File: config.mk
export PLATFORM = sky130hd
export DESIGN_NAME = uart_rx
export DESIGN_NICKNAME = d
export VERILOG_FILES = /design/src/rtl/uart_rx.sv
export SDC_FILE = /design/constraint.sdc
export NUM_CORES = 1
export LEC_CHECK = 0
export ABC_CLOCK_PERIOD_IN_PS = 2510
export BUFFER_PORTS_ARGS = -buffer_cell sky130_fd_sc_hd__buf_2
export CAP_MARGIN = 15
export CORE_MARGIN = 2
export CORE_UTILIZATION = 58
export DETAILED_ROUTE_END_ITERATION = 10
export PLACE_DENSITY = 0.79
export REMOVE_ABC_BUFFERS = 1
export SYNTH_ARGS = -nofsm -noshare
export SYNTH_HDL_FRONTEND = slang
export SYNTH_SLANG_ARGS = --single-unit
File: constraint.sdc
create_clock -name clk_i -period 2.51 [get_ports clk_i]
set_input_delay 0.1255 -clock clk_i [delete_from_list [all_inputs] [get_ports clk_i]]
set_output_delay 0.1255 -clock clk_i [all_outputs]
set_load 0.02 [all_outputs]
File: src/rtl/uart_rx.sv
// UART receiver: two-flop input synchronizer, per-state baud counter, bit
// counter, LSB-first shift register and a five-state FSM. Frame configuration
// (data-bit count, stop-bit count, baud divisor) is captured at the start of
// each frame and held until the frame completes or is aborted.
module uart_rx #(
  parameter int DATA_WIDTH             = 8,
  parameter int BAUD_GEN_CNTER_MAX_VAL = 512,
  parameter int BAUD_GEN_CNTER_WIDTH   = $clog2(BAUD_GEN_CNTER_MAX_VAL)
) (
  input  logic                            clk_i,
  input  logic                            s_rst_n_i,
  input  logic                            enable_i,
  input  logic                            rx_i,
  input  logic                            data_bit_num_i,
  input  logic                            stop_bit_num_i,
  input  logic [BAUD_GEN_CNTER_WIDTH-1:0] baud_tick_val_i,
  output logic [DATA_WIDTH-1:0]           data_o,
  output logic                            data_valid_o,
  output logic                            frame_err_o,
  output logic                            busy_o
);

  localparam int BIT_CNT_W = $clog2(DATA_WIDTH + 1);

  typedef enum logic [2:0] {
    IDLE,
    START,
    DATA,
    STOP,
    WAIT_HIGH
  } state_t;

  state_t                          state, state_next;
  logic                            rx_meta, rx_s;
  logic [BAUD_GEN_CNTER_WIDTH-1:0] baud_cnt;
  logic [BAUD_GEN_CNTER_WIDTH-1:0] tick_q;
  logic                            full_bits_q;
  logic                            two_stop_q;
  logic [BIT_CNT_W-1:0]            bit_cnt;
  logic [BIT_CNT_W-1:0]            last_data_idx;
  logic [BIT_CNT_W-1:0]            last_stop_idx;
  logic [DATA_WIDTH-1:0]           shreg;
  logic                            err_q;
  logic                            baud_mid, baud_end;
  logic                            start_frame, data_sample, stop_sample, frame_done;
  logic                            frame_bad;

  assign baud_mid      = (baud_cnt == (tick_q >> 1));
  assign baud_end      = (baud_cnt == tick_q);
  assign last_data_idx = full_bits_q ? BIT_CNT_W'(DATA_WIDTH - 1) : BIT_CNT_W'(DATA_WIDTH - 2);
  assign last_stop_idx = BIT_CNT_W'(two_stop_q);
  assign frame_bad     = err_q | ~rx_s;
  assign busy_o        = (state != IDLE);

  // Two-flop synchronizer for the asynchronous serial line; idles high.
  always_ff @(posedge clk_i) begin
    if (!s_rst_n_i) begin
      rx_meta <= 1'b1;
      rx_s    <= 1'b1;
    end else begin
      rx_meta <= rx_i;
      rx_s    <= rx_meta;
    end
  end

  // FSM state register.
  always_ff @(posedge clk_i) begin
    if (!s_rst_n_i) state <= IDLE;
    else            state <= state_next;
  end

  // Next-state logic and per-cycle sample/completion strobes.
  always_comb begin
    state_next  = state;
    start_frame = 1'b0;
    data_sample = 1'b0;
    stop_sample = 1'b0;
    frame_done  = 1'b0;
    case (state)
      IDLE: begin
        if (!rx_s) begin
          state_next  = START;
          start_frame = 1'b1;
        end
      end
      START: begin
        if (baud_mid) state_next = rx_s ? IDLE : DATA;
      end
      DATA: begin
        if (baud_end) begin
          data_sample = 1'b1;
          if (bit_cnt == last_data_idx) state_next = STOP;
        end
      end
      STOP: begin
        if (baud_end) begin
          stop_sample = 1'b1;
          if (bit_cnt == last_stop_idx) begin
            frame_done = 1'b1;
            state_next = frame_bad ? WAIT_HIGH : IDLE;
          end
        end
      end
      WAIT_HIGH: begin
        if (rx_s) state_next = IDLE;
      end
      default: state_next = IDLE;
    endcase
    // Disable overrides everything: drop the partial frame, emit nothing.
    if (!enable_i) begin
      state_next  = IDLE;
      start_frame = 1'b0;
      data_sample = 1'b0;
      stop_sample = 1'b0;
      frame_done  = 1'b0;
    end
  end

  // Frame configuration latched when a start edge is accepted.
  always_ff @(posedge clk_i) begin
    if (!s_rst_n_i) begin
      tick_q      <= '0;
      full_bits_q <= 1'b0;
      two_stop_q  <= 1'b0;
    end else if (start_frame) begin
      tick_q      <= baud_tick_val_i;
      full_bits_q <= data_bit_num_i;
      two_stop_q  <= stop_bit_num_i;
    end
  end

  // Baud counter: wraps at the divisor, restarts on every state entry.
  always_ff @(posedge clk_i) begin
    if (!s_rst_n_i || !enable_i || state == IDLE || state_next != state) baud_cnt <= '0;
    else if (baud_end)                                                    baud_cnt <= '0;
    else                                                                  baud_cnt <= baud_cnt + 1'b1;
  end

  // Bit counter: counts data samples in DATA and stop samples in STOP.
  always_ff @(posedge clk_i) begin
    if (!s_rst_n_i || !enable_i || state_next != state) bit_cnt <= '0;
    else if (data_sample || stop_sample)                bit_cnt <= bit_cnt + 1'b1;
  end

  // Shift register: LSB arrives first, so shift right inserting at the MSB.
  always_ff @(posedge clk_i) begin
    if (!s_rst_n_i)       shreg <= '0;
    else if (data_sample) shreg <= {rx_s, shreg[DATA_WIDTH-1:1]};
  end

  // Sticky stop-bit error for the current frame.
  always_ff @(posedge clk_i) begin
    if (!s_rst_n_i || start_frame)  err_q <= 1'b0;
    else if (stop_sample && !rx_s)  err_q <= 1'b1;
  end

  // Output word and mutually exclusive completion strobes. In short mode the
  // word sits in the upper bits of the shift register and is zero-extended.
  always_ff @(posedge clk_i) begin
    if (!s_rst_n_i) begin
      data_o       <= '0;
      data_valid_o <= 1'b0;
      frame_err_o  <= 1'b0;
    end else begin
      data_valid_o <= frame_done & ~frame_bad;
      frame_err_o  <= frame_done &  frame_bad;
      if (frame_done)
        data_o <= full_bits_q ? shreg : {1'b0, shreg[DATA_WIDTH-1:1]};
    end
  end

endmodule

# Yosys cells after proc, flatten, opt, wreduce, memory -nomap -nowiden

Cells that the tools add are included.
Widths: inputs -> output; s select.

Eq/ne operators: 9
Multiplexer cells: 25
Reduce and logical (&&, ||, !) cells: 13
Bitwise logic cells: 5
Add/sub/neg operators: 2

Operator list:

| cell                | number |
|---|---|
| $mux 3              | 9 |
| $pmux 3 s5          | 1 |
| $mux 1              | 13 |
| $add 9x1->9 const B | 1 |
| $eq 9x8->1          | 1 |
| $eq 9x9->1          | 1 |
| $mux 8              | 1 |
| $eq 3x2->1 const B  | 2 |
| $logic_or 1x1->1    | 6 |
| $add 4x1->4 const B | 1 |
| $eq 4x1->1          | 1 |
| $eq 4x3->1          | 1 |
| $eq 3x1->1 const B  | 1 |
| $eq 3x3->1 const B  | 1 |
| $logic_not 1->1     | 3 |
| $logic_not 3->1     | 1 |
| $ne 3x3->1          | 1 |
| $reduce_bool 3->1   | 1 |
| $and 1x1->1         | 2 |
| $mux 2              | 1 |
| $not 1->1           | 2 |
| $reduce_or 2->1     | 1 |
| $logic_and 1x1->1   | 1 |
| $or 1x1->1          | 1 |

Input bits: 15
Flip-flop bits (word level): 48
Logic and storage cells: 67
Output and inout port bits: 11

# Longest topological paths before layout

Depth in word-level cells: 10
Gate-level depth with buffers: 8
Gate-level depth less buffers: 6

# Least setup slack after synthesis

No wires, ideal clock.

Path type: register to register
From: reg baud_cnt[6]
To: reg baud_cnt[4]
Cell stages (with the launch flop): 9
Setup time: 0.121 ns
Buffers on the path: 2
Required time: 2.389 ns
Arrival time: 1.714 ns
Path slack: 0.675 ns
Period minus slack after synthesis: 1.835 ns
Cell sequence: dfxtp_1 -> buf_6 -> xor2_1 -> or3_1 -> nor3_1 -> a21oi_1 -> a32oi_2 -> buf_6 -> nor4_1

Word-level cells in the longest chain between the ends: 7
Elaborated cells on any way between the ends: 10
Classes of those cells: eq/ne (3); mux (5); reduce/logical (2)

Ends and longest elaborated chain:

| element                                  | line       | source |
|---|---|---|
| start: declaration                       | 35         | `logic [BAUD_GEN_CNTER_WIDTH-1:0] baud_cnt;` |
| start signal: assignment                 | 136        | `else baud_cnt <= baud_cnt + 1'b1;` |
| $eq 9x9->1 or $eq 9x8->1 (tied branches) | 49, 48     |  |
| $mux 3, on equally long branches         | 96, 87, 90 |  |
| $pmux 3 s5                               | 79         | `case (state)` |
| $mux 3                                   | 110        | `if (!enable_i) begin` |
| $ne 3x3->1                               | 134        | `if (!s_rst_n_i \|\| !enable_i \|\| state == IDLE \|\| state_next != state) baud_cnt <= '0;` |
| $logic_or 1x1->1                         | 134        |  |
| $reduce_or 2->1 (no line) (*)            | n/a        |  |

Every way passes the cells marked *; elsewhere a longest branch is shown, timed or not.
A chain may end at the register's enable or synchronous reset.

# Worst setup path in the final report

From: reg baud_cnt[6]
To: reg bit_cnt[0]

Word-level cells in the longest chain between the ends: 6
Elaborated cells on any way between the ends: 15
Classes of those cells: eq/ne (3); mux (10); reduce/logical (2)

Ends and longest elaborated chain:

| element                                  | line       | source |
|---|---|---|
| $eq 9x9->1 or $eq 9x8->1 (tied branches) | 49, 48     |  |
| $mux 3, on equally long branches         | 96, 87, 90 |  |
| $pmux 3 s5                               | 79         |  |
| $mux 3                                   | 110        |  |
| $ne 3x3->1                               | 141        | `if (!s_rst_n_i \|\| !enable_i \|\| state_next != state) bit_cnt <= '0;` |
| $logic_or 1x1->1                         | 141        |  |
| end signal: assignment                   | 142        | `else if (data_sample \|\| stop_sample) bit_cnt <= bit_cnt + 1'b1;` |
| end: declaration                         | 39         | `logic [BIT_CNT_W-1:0] bit_cnt;` |

Several ways; a longest one is shown, not always the timed one.

==> impl_metrics.py <==
metrics = {
    "clocking": {
        "cts_tree": "done",
        "clock_latency_ns": 0.30,
        "root_buffer": "clkbuf_8",
        "path_clk_slew_ns": 0.08,
        "cts_buffers": 5,
        "cts_sinks": 48,
        "ctsResizeCount": 0,
        "cts_buffer_depth": 2,
        "h-tree-depth": 2,
    },
    "worst_setup_path": {
        "critical_path_class": "reg -> reg",
        "cp_max_fo": 9,
        "endpoint_kind": "flip-flop",
        "critPathLaunchType": "flip-flop",
        "startpoint": "baud_cnt[6]",
        "crit_slowest_cell": "dfxtp_1",
        "timing.rr.start": "baud_cnt[6]",
        "cp_common_cell": "nor3_1",
        "critical_path_required_ns": 2.69,
        "crit_chain": "xor2_1, or3_1, nor3_1, a21oi_1, a32oi_2, buf_4, nor3_1",
        "slowest_delay_ns": 0.49,
        "cp.arrival_ns": 2.40,
    },
    "place": {
        "portBuffers": 25,
        "post-dp-hpwl_um": 3770,
        "place_worst_setup_slack_ns": 0.331,
        "gp_congestion": 0.850,
    },
    "floorplanning": {
        "die_h_um": 69.1,
        "core_area_um2": 4030,
        "row_count": 23,
        "io_pins": 26,
        "start_util_pct": 61.0,
        "fp.dieW_um": 69.1,
        "fp.dieArea_um2": 4770,
    },
    "synth": {
        "yosysSeqAreaShare_pct": 39.1,
        "ys_warn_count": 0,
        "synth-seq-cells": 48,
        "synth-edff-count": 0,
        "async_flop_share_pct": 0,
        "yosysUniqueCellTypes": 40,
        "synth_area_per_cell_um2": 8.83,
        "synth_cells": 278,
        "synthesis.area_um2": 2460,
        "synth_flop_cell": "dfxtp_1",
    },
    "global_route": {
        "grtUsageMet3_pct": 4.09,
        "grt_use_met2_pct": 34.9,
        "grt_antenna_before_repair": 0,
        "grt_pass1_wl_um": 9080,
        "overflow": 0,
        "grt_max_degree": 34,
        "grt_usage_pct": 23.0,
        "use_met1_pct": 32.5,
        "grt_pass1_vias": 1893,
        "grt-busiest-layer": "met2",
    },
    "finish": {
        "diodes": 0,
        "fin_nets": 321,
        "layout-drive-gt1-share_pct": 19.3,
        "fin_util_pct": 67.5,
        "syn2layout_area_growth_pct": 10.6,
    },
    "timing": {
        "slew_headroom_pct": 68.9,
        "fin_skew_ns": 0.00689,
        "finalSetupTns_ns": 0,
        "fmaxAchievable_ghz": 0.451,
        "rsz0062_at_grt": "no",
        "setup_viol_count_final": 0,
        "finalCriticalPeriod_ns": 2.22,
        "setup_ws_ns": 0.292,
        "hold_viol_final": 0,
        "worst_slew_pin_slew_ns": 0.466,
        "maxSlewViolCount": 0,
        "timing.final.crit_share_pct": 88.4,
    },
    "routing": {
        "ant_nets": 0,
        "drt_iter0_markers": 135,
        "dr.pass1.iters": 4,
        "drt-total-wl_um": 5250,
        "vias": 2004,
        "wl_per_cell_um": 14.8,
        "via_per_inst": 5.65,
        "drcViolationCount": 0,
    },
    "min_path": {
        "hp-start": "baud_tick_val_i[3]",
        "holdCritPathClass": "in -> reg",
    },
    "pwr": {
        "power.total_mw": 1.35,
        "irDropWorstVdd_uv": 444,
        "powerDensity_nw_per_um2": 496,
        "cellLeakagePower_nw": 0.984,
    },
    "run": {
        "maxCapViolCount": 0,
    },
    "status": {
        "run_status": "finished, final reports clean",
    },
}
## cells in the mapped netlist (all sizes together), types with 7 or more instances
library cell / count / area (um2)
dfxtp: 48 / 961
nand2: 39 / 146
nand3: 31 / 160
xnor2: 22 / 200
a21boi: 20 / 150
nor2: 14 / 52.6
nor3: 12 / 70.1
buf: 10 / 80.1
nor2b: 10 / 62.6
clkbuf: 8 / 31.3
mux2i: 8 / 80.1
nor4: 8 / 65.1
mux2: 7 / 78.8
xor2: 7 / 61.3
## path summary, 6_finish.rpt
| check | depth (start not counted) | to | slack [ns] |
|---|---|---|---|
| setup reg to reg | 7 | bit_cnt[0] | 0.29 |
| setup / recovery | 7 | bit_cnt[0] | 0.29 |
| hold reg to reg | 1 | rx_s | 0.42 |
| hold / removal | 3 | tick_q[3] | 0.08 |
## registers in the layout (all words and copies together), names as in the netlist, 3 cells and up
name	flops
baud_cnt	9
tick_q	9
data_o	8
shreg	8
bit_cnt	4
state	3
## through the flow
| stage | area [um2] | hold slack [ns] | instances |
|---|---|---|---|
| 2_1_floorplan | 2340 | 0.199 | 260 |
| 3_3_place_gp | 2620 | 0.305 | 346 |
| 3_5_place_dp | 2620 | 0.309 | 346 |
| 4_1_cts | 2720 | 0.0757 | 355 |
| 5_1_grt | 2720 | 0.102 | 355 |
| 6_report | 2720 | 0.0792 | 355 |
## cell families (layout without fill, tap and decap cells)
kind of cell,count (synthesis),in the layout,share of synthesized area (%)
buffers and inverters,23,50,5.30
and+or+nand+nor,129,129,27.5
AOI/OAI and AO/OA,32,32,9.98
xor gates and xnor gates,29,29,10.6
muxes,15,15,6.47
adders and majority gates,2,2,1.02
DFF,48,48,39.1
## placed cells by master, fill, tap and decap left out, types with 5 or more instances in the layout
master / count
a21boi_0: 20
dfxtp_1: 48
xor2_1: 7
nor3_1: 10
mux2_2: 7
mux2i_1: 8
buf_4: 11
buf_2: 25
nor2_1: 14
xnor2_1: 21
nor4_1: 7
nor2b_1: 10
nand2_1: 39
clkbuf_8: 6
nand3_1: 30
inv_1: 5
## critical path, delay by kind of cell (launching register included)
| kind | cells | cell delay, ns |
|---|---|---|
| buf+inv | 1 | 0.23 |
| flops | 1 | 0.49 |
| simple gates | 3 | 0.78 |
| xor+xnor | 1 | 0.09 |
| compound gates | 2 | 0.50 |
## area by class of cell
type	instances	area [um2]
sequential	48	961
fill	362	1310
clock inverter	2	10.0
multi-input combinational	207	1370
inverter	5	18.8
tap	50	62.6
clock buffer	6	82.6
timing repair buffer	37	218
## power by group
part / internal [mW] / total (mW) / switching, mW
combinational: 0.0427 / 0.103 / 0.0604
sequential: 0.766 / 0.773 / 0.00691
clock: 0.220 / 0.472 / 0.252
## layer usage
metal,vias to the layer above,share of wire [%]
li1,1006,-
met1,937,48
met2,55,46
met3,6,4.6
met4,0,1.4
met5,-,0
## what timing repair did
action / CTS / global route
hold endpoints to repair: 1 / 0
hold buffers: 1 / 0
buffers inserted: 0 / 0
(Power assumes the default switching activity.)
